===== config.mk =====
export PLATFORM = sky130hd
export DESIGN_NAME = lpc_periph_tdata_reader
export DESIGN_NICKNAME = d
export VERILOG_FILES = /design/src/rtl/lpc_periph_tdata_reader.sv
export SDC_FILE = /design/constraint.sdc
export NUM_CORES = 1
export LEC_CHECK = 0
export CORE_ASPECT_RATIO = 0.6
export CORE_MARGIN = 2
export CORE_UTILIZATION = 55
export CTS_BUF_LIST = sky130_fd_sc_hd__clkbuf_2
export CTS_CLUSTER_SIZE = 14
export DETAILED_ROUTE_END_ITERATION = 12
export PLACE_DENSITY = 0.7
export SKIP_CTS_REPAIR_TIMING = 1
export SYNTH_ARGS = -nofsm -noshare
export SYNTH_HDL_FRONTEND = slang
export SYNTH_SLANG_ARGS = --single-unit

===== constraint.sdc =====
create_clock -name clk_i -period 6 [get_ports clk_i]
set_input_delay 0.6 -clock clk_i [delete_from_list [all_inputs] [get_ports clk_i]]
set_output_delay 0.6 -clock clk_i [all_outputs]
set_load 0.005 [all_outputs]

===== src/rtl/lpc_periph_tdata_reader.sv =====
// Captures LPC cycle records on READY rising edges, filters them by direction,
// queues them in a FIFO and serialises each record as four bytes on a valid/ready stream.
module lpc_periph_tdata_reader #(
    parameter int unsigned DEPTH = 8,
    parameter int unsigned LW    = 4
) (
    input  logic          clk_i,
    input  logic          rst_i,
    input  logic [31:0]   tdata_i,
    input  logic          tready_i,
    input  logic          cap_writes_i,
    input  logic          cap_reads_i,
    output logic [7:0]    m_data_o,
    output logic          m_valid_o,
    input  logic          m_ready_i,
    output logic [LW-1:0] fifo_level_o,
    output logic          overflow_o,
    output logic [7:0]    drop_cnt_o,
    input  logic          clr_overflow_i
);

    localparam int unsigned PW = $clog2(DEPTH);

    typedef enum logic {
        ST_IDLE,
        ST_SEND
    } state_e;

    logic [31:0]   mem_q [DEPTH];
    logic [PW-1:0] wr_ptr_q, wr_ptr_d;
    logic [PW-1:0] rd_ptr_q, rd_ptr_d;
    logic [LW-1:0] level_q, level_d;
    logic          tready_prev_q;
    logic          overflow_q, overflow_d;
    logic [7:0]    drop_cnt_q, drop_cnt_d;

    state_e        state_q;
    logic [31:0]   rec_q;
    logic [1:0]    idx_q;
    logic [7:0]    m_data_q;
    logic          m_valid_q;

    logic          cap_edge;
    logic          accept;
    logic          fifo_nempty;
    logic          fifo_full;
    logic          pop;
    logic          push;
    logic          drop;
    logic [31:0]   head;

    // Byte order on the wire: addr high, addr low, data, type.
    function automatic logic [7:0] byte_sel(input logic [31:0] rec, input logic [1:0] idx);
        logic [7:0] b;
        case (idx)
            2'd0:    b = rec[31:24];
            2'd1:    b = rec[23:16];
            2'd2:    b = rec[15:8];
            default: b = rec[7:0];
        endcase
        return b;
    endfunction

    // Capture, filter and FIFO bookkeeping.
    always_comb begin
        cap_edge    = tready_i & ~tready_prev_q;
        accept      = cap_edge & ((tdata_i[0] & cap_writes_i) | (~tdata_i[0] & cap_reads_i));
        fifo_nempty = (level_q != '0);
        fifo_full   = (level_q == LW'(DEPTH));
        head        = mem_q[rd_ptr_q];
        pop         = fifo_nempty &
                      ((state_q == ST_IDLE) | ((state_q == ST_SEND) & m_ready_i & (idx_q == 2'd3)));
        push        = accept & (~fifo_full | pop);
        drop        = accept & fifo_full & ~pop;

        wr_ptr_d    = push ? wr_ptr_q + PW'(1) : wr_ptr_q;
        rd_ptr_d    = pop  ? rd_ptr_q + PW'(1) : rd_ptr_q;
        level_d     = level_q + LW'(push) - LW'(pop);

        overflow_d  = overflow_q;
        drop_cnt_d  = drop_cnt_q;
        if (clr_overflow_i) begin
            // A drop in the clearing cycle survives as the first count.
            overflow_d = drop;
            drop_cnt_d = 8'(drop);
        end else if (drop) begin
            overflow_d = 1'b1;
            if (drop_cnt_q != 8'hFF) begin
                drop_cnt_d = drop_cnt_q + 8'd1;
            end
        end
    end

    // FIFO storage; contents are don't-care until written.
    always_ff @(posedge clk_i) begin
        if (push) begin
            mem_q[wr_ptr_q] <= tdata_i;
        end
    end

    // Capture edge detector, pointers, level and drop statistics.
    always_ff @(posedge clk_i) begin
        if (rst_i) begin
            tready_prev_q <= 1'b1;
            wr_ptr_q      <= '0;
            rd_ptr_q      <= '0;
            level_q       <= '0;
            overflow_q    <= 1'b0;
            drop_cnt_q    <= 8'h00;
        end else begin
            tready_prev_q <= tready_i;
            wr_ptr_q      <= wr_ptr_d;
            rd_ptr_q      <= rd_ptr_d;
            level_q       <= level_d;
            overflow_q    <= overflow_d;
            drop_cnt_q    <= drop_cnt_d;
        end
    end

    // Serializer: pops a record, then walks its four bytes; reloads gaplessly after byte 3.
    always_ff @(posedge clk_i) begin
        if (rst_i) begin
            state_q   <= ST_IDLE;
            rec_q     <= 32'h0;
            idx_q     <= 2'd0;
            m_data_q  <= 8'h00;
            m_valid_q <= 1'b0;
        end else begin
            case (state_q)
                ST_IDLE: begin
                    if (fifo_nempty) begin
                        state_q   <= ST_SEND;
                        rec_q     <= head;
                        idx_q     <= 2'd0;
                        m_data_q  <= head[31:24];
                        m_valid_q <= 1'b1;
                    end
                end
                ST_SEND: begin
                    if (m_ready_i) begin
                        if (idx_q != 2'd3) begin
                            idx_q    <= idx_q + 2'd1;
                            m_data_q <= byte_sel(rec_q, idx_q + 2'd1);
                        end else if (fifo_nempty) begin
                            rec_q    <= head;
                            idx_q    <= 2'd0;
                            m_data_q <= head[31:24];
                        end else begin
                            state_q   <= ST_IDLE;
                            m_valid_q <= 1'b0;
                        end
                    end
                end
                default: begin
                    state_q   <= ST_IDLE;
                    m_valid_q <= 1'b0;
                end
            endcase
        end
    end

    assign m_data_o     = m_data_q;
    assign m_valid_o    = m_valid_q;
    assign fifo_level_o = level_q;
    assign overflow_o   = overflow_q;
    assign drop_cnt_o   = drop_cnt_q;

endmodule


**After elaboration in Yosys (flattened, before gate mapping)**

Memory sizes are Yosys's and may differ from the RTL's. A register that Yosys moved wholly into a read port is not among the register bits.
Cells that the tools add are included.

- Register bits after elaboration: 64
- Memory bits (writable): 256
- Word-level logic and storage cells: 87
- Output and inout bits: 22
- Bits in latches: 0
- Bits of input ports: 39
- Memories kept: 1
- Bits in read-only memories: 0

Memory list:

| memory | depth | width | rd ports | clocked after Yosys merged registers in | wr ports | line | RTL |
|---|---|---|---|---|---|---|---|
| mem_q | 8 | 32 | 1 | 1 | 1 | 29 | `logic [31:0] mem_q [DEPTH];` |

- Bitwise gates (word level): 18
- Mux-type cells: 31
- $lt $le $gt $ge: 0
- Shift operators: 0
- Reductions and logical operators: 9
- Add/sub/neg operators: 6
- Multipliers: 0
- Divide/modulo/power cells: 0
- Equal/unequal tests: 10

Operators by type and width:

| operator | count |
|---|---|
| 32-bit two-way mux | 3 |
| 32-bit case mux with 2 select lines | 1 |
| 8-bit two-way mux | 3 |
| 8-bit case mux with 3 select lines | 1 |
| 8-bit case mux with 2 select lines | 1 |
| 1-bit two-way mux | 14 |
| 1-bit bitwise AND | 10 |
| 2-bit inequality test, second input constant | 5 |
| 8-bit by 1-bit adder with 8-bit output, second input constant | 1 |
| 8-bit inequality test, second input constant | 1 |
| 3-bit by 1-bit adder with 3-bit output, second input constant | 2 |
| 2-bit two-way mux | 3 |
| 3-bit two-way mux | 2 |
| 2-bit AND reduction | 3 |
| 1-bit inverter | 5 |
| 4-bit by 1-bit adder with 4-bit output | 1 |
| 2-bit == test, second input constant | 2 |
| 4-bit == test, second input constant | 1 |
| 1-bit case mux with 2 select lines | 2 |
| 2-bit case mux with 2 select lines | 1 |
| 4-bit AND reduction | 1 |
| 2-bit nonzero test | 2 |
| 4-bit nonzero test | 1 |
| 4-bit by 1-bit subtractor with 4-bit output | 1 |
| 5 further kinds | 7 |

**Longest topological paths before layout**

- Depth after elaboration: 8
- Depth in mapped cells: 13
- Gate-level depth less buffers: 11

**Least setup slack after synthesis**

No wires, ideal clock.

- Kind: reg-to-reg
- Start: reg level_q[2], in the netlist fifo_level_o[2]
- End: mem mem_q[0][0], enable pin
- Buffers on the path: 1
- Required time: 5.539 ns
- Path slack: 1.946 ns
- Arrival: 3.593 ns
- Cell stages (with the launch flop): 8
- Setup time: 0.461 ns
- Clock period less this slack: 4.054 ns
- Path through: dfxtp_1 inv_1 ha_1 or3b_1 buf_2 a21oi_1 or3_1 nor3_1

- Longest elaborated chain between the ends: 6
- Elaborated cells between the ends (all ways): 8
- Classes of those cells: eq/ne (1); mux (2); bitwise (4); reduce/logical (1)

Ends and longest elaborated chain:

| what | line | RTL |
|---|---|---|
| start: declaration | 32 | `logic [LW-1:0] level_q, level_d;` |
| start signal: assignment | 114 | `level_q <= level_d;` |
| 4-bit nonzero test / 4-bit == test (equally long branches) | 68, 69 |  |
| 1-bit bitwise AND / 1-bit inverter (equally long branches) | 71, 73 |  |
| 1-bit OR * | 73 | `push = accept & (~fifo_full \| pop);` |
| 1-bit bitwise AND * | 73 |  |
| 1-bit two-way mux * | 96 | `if (push) begin` |
| 1-bit two-way mux (not written as such) * | 97 | `mem_q[wr_ptr_q] <= tdata_i;` |
| end: declaration | 29 |  |

Every way passes the cells marked *; elsewhere a longest branch is shown, timed or not.

**Worst setup path after layout**

- Start: reg level_q[2], in the netlist fifo_level_o[2]
- End: reg level_q[1], in the netlist fifo_level_o[1]

- Longest elaborated chain between the ends: 6
- Elaborated cells between the ends (all ways): 8
- Classes of those cells: add/sub (2); eq/ne (1); bitwise (4); reduce/logical (1)

Ends and longest elaborated chain:

| what | line | RTL |
|---|---|---|
| 4-bit nonzero test / 4-bit == test (equally long branches) | 68, 69 |  |
| 1-bit bitwise AND / 1-bit inverter (equally long branches) | 71, 73 |  |
| 1-bit OR | 73 |  |
| 1-bit bitwise AND | 73 |  |
| 4-bit by 1-bit adder with 4-bit output | 78 | `level_d = level_q + LW'(push) - LW'(pop);` |
| 4-bit by 1-bit subtractor with 4-bit output * | 78 |  |
| net level_d[1] | 32 |  |

Mark *: on every way through the listed nets, which the timed path passes. The rest lies on a longest branch.
A chain may end at the register's enable or synchronous reset.

==> results.toml <==
[yosys]
yosys_warnings = 0
synthArstFlopShare = 0
synthTopCellsByArea = "edfxtp_1 63%, mux4_2 12%, dfxtp_1 9.6%"
synth_edf_count = 256
syn-cell-area_sq_mm = 0.0123
ys.flop_type = "edfxtp_1"
synth_nets = 726
yosysSeqAreaShare = 0.722
synthDistinctLibCells = 50
syn_area_per_cell_sq_um = 18.2
synth-seq-cells = 315
yosysTopAreaCell = "edfxtp_1"
post_synth_inst_count = 674
synth_top_area_frac = 0.626

[detailed_routing]
first_pass_iters = 5
vias = 6493
wl_met1_um = 11600
wl_um = 24200
first_iter_violations = 609
wire_per_inst_um = 21.8
ant_nets = 0
dr.max_layer_used = "met4"
met3_length_um = 1690
drcViolationCount = 0
avgViaCountPerCell = 5.84
met2_length_um = 10600

[layout]
final_cell_mix = "256 x edfxtp_1, 99 x clkbuf_2, 64 x mux4_2, 59 x clkdlybuf4s50_1, 56 x dfxtp_1"
nets = 828
fin_area_sq_mm = 0.0139
final_common_cell = "edfxtp_1"
area_delta_synth_final_pct = 13.4
final-instance-count-excl-fill = 1111
fin_util = 0.634
drive_gt1_frac = 0.260

[setup_path]
reg2reg_from = "fifo_level_o[2]$_SDFF_PP0_"
critPathCaptureType = "flop"
reg2reg_depth = 9
critPathLaunchType = "flop"
arrival_ns = 3.87
r2r_end = "fifo_level_o[1]$_SDFF_PP0_"
cp_max_fo = 52
reg2reg_slack_ns = 2.85
cp.required_ns = 6.72
crit_type = "flop to flop"

[hold_path]
hold_depth = 2
whs_endpoint = "tready_prev_q$_SDFF_PP1_"
hp-class = "primary input to flop"
hold_start = "tready_i"

[clock_tree]
clock_tree.root_cell = "clkbuf_2"
clock_latency_ns = 0.89
htreeDepth = 3
clk_pin_slew_ns = 0.12
numCtsBuffers = 70
clk_path_buf_depth = 3
clock_sinks = 315
cts_tree = "yes"

[pwr]
power_density_mw_per_mm2 = 379
leakage_nw = 4.47
vdd_drop_max_mv = 0.246

[die]
die_area_sq_mm = 0.0236
die_x_um = 197
start_util = 0.559
rows = 42
die_h_um = 120
core_area_sq_mm = 0.0220
io_pins = 61

[placed_design]
dp_slack_ns = 2.30
dp_hpwl_um = 14200
place_congestion = 0.863
dpl.cell_count = 990
io_buffer_count = 60
place_area_sq_mm = 0.0132

[timing]
rsz0062_at_grt = "false"
final.setup.tns_ns = 0
layout_min_cycle_time_ns = 3.15
setup_viol = 0
finalCritPeriodShare = 0.524
clock_skew_ns = 0.0555
worst_slack_ns = 2.85
tightestPinTransition_ns = 1.21
slew_viol_final = 0
slew_headroom = 0.191
finalHoldViolations = 0
fmax_mhz = 318

[grt]
grt_remaining_overflow = 0
antenna_found_initial = 1
grt_pass1_wl_um = 37600
grt_max_degree = 54
grtUsageTotal = 0.218
grt_pass1_vias = 6576

[run]
max_cap_viol_count = 0

[outcome]
status = "finished, final reports clean"
-- Yosys cell counts (all sizes together) (2+ instances only) --
master / n
nand2: 15
mux2: 10
a41oi: 2
nand2b: 5
a22oi: 14
a21o: 4
o41ai: 2
nand3: 5
a21oi: 21
ha: 12
nor2: 48
o2bb2ai: 5
nand4: 2
mux2i: 25
mux4: 64
inv: 6
a211oi: 24
clkbuf: 15
nor2b: 5
and2: 2
buf: 22
edfxtp: 256
xnor2: 4
dfxtp: 59
nor3: 4
o31ai: 3
o21ai: 13
or3b: 2
nor3b: 2
or4: 5
a2111oi: 4
or2: 2
-- power by group --
part           switching [mW]  internal, mW
Clock                   0.796         0.698
Sequential              0.162          2.50
Combinational           0.557         0.574
-- registers in the layout (all words and copies together) (netlist names), named ones only --
| name | cells |
|---|---|
| rec_q | 24 |
| drop_cnt_o | 8 |
| rd_ptr_q | 3 |
| m_data_o | 8 |
| overflow_o | 1 |
| idx_q | 2 |
| wr_ptr_q | 3 |
| fifo_level_o | 4 |
| tready_prev_q | 1 |
| state_q | 1 |
| mem_q | 256 |
| m_valid_o | 1 |
-- layout make-up --
cell class	count	area [sq um]
Multi-Input combinational cell	316	3300
Inverter	6	22.5
Clock buffer	99	495
Antenna cell	1	2.50
Tap cell	286	358
Fill cell	1574	8030
Sequential cell	315	8870
Timing Repair Buffer	67	648
Clock inverter	21	236
-- metal layers --
metal,track usage,vias up
li1,-,2966
met1,0.331,3244
met2,0.309,248
met3,0.0582,35
met4,0.0719,0
met5,0,-
-- cells by family after synthesis --
logic type	count (synthesis)	share of synthesized area
fa+ha+maj	13	0.0138
buf+inv	43	0.0149
flops	315	0.722
mux	99	0.147
simple gates	102	0.0412
xor+xnor	5	0.00356
compound gates	97	0.0579
-- worst max-delay path, cell delays in order, from the launching register on --
cell and delay, ns:
dfxtp_1 0.36, inv_1 0.09, ha_1 0.23, nor3b_4 0.21, nor2_4 0.82, nand2_1 0.33, o21ai_0 0.17, ha_1 0.24
fa_1 0.43, nor2b_1 0.14
-- worst max path at each step --
stage | to | from
3_3_place_gp | mem_q[2][11]$_DFFE_PP_ | tdata_i[0]
5_1_grt | fifo_level_o[1]$_SDFF_PP0_ | idx_q[0]$_SDFFE_PP0P_
2_1_floorplan | mem_q[0][0]$_DFFE_PP_ | fifo_level_o[2]$_SDFF_PP0_
4_1_cts | fifo_level_o[1]$_SDFF_PP0_ | fifo_level_o[2]$_SDFF_PP0_
6_report | fifo_level_o[1]$_SDFF_PP0_ | fifo_level_o[2]$_SDFF_PP0_
3_5_place_dp | mem_q[2][17]$_DFFE_PP_ | tdata_i[0]
-- metrics by stage --
step	hold slack [ns]	power [mW]
final	0.356	5.28
after detailed placement	0.471	3.85
after floorplan	0.454	3.48
after global routing	0.299	5.57
after CTS	0.285	5.34
after global placement	0.456	3.82
Note: power is estimated with default switching activity, not from simulation.
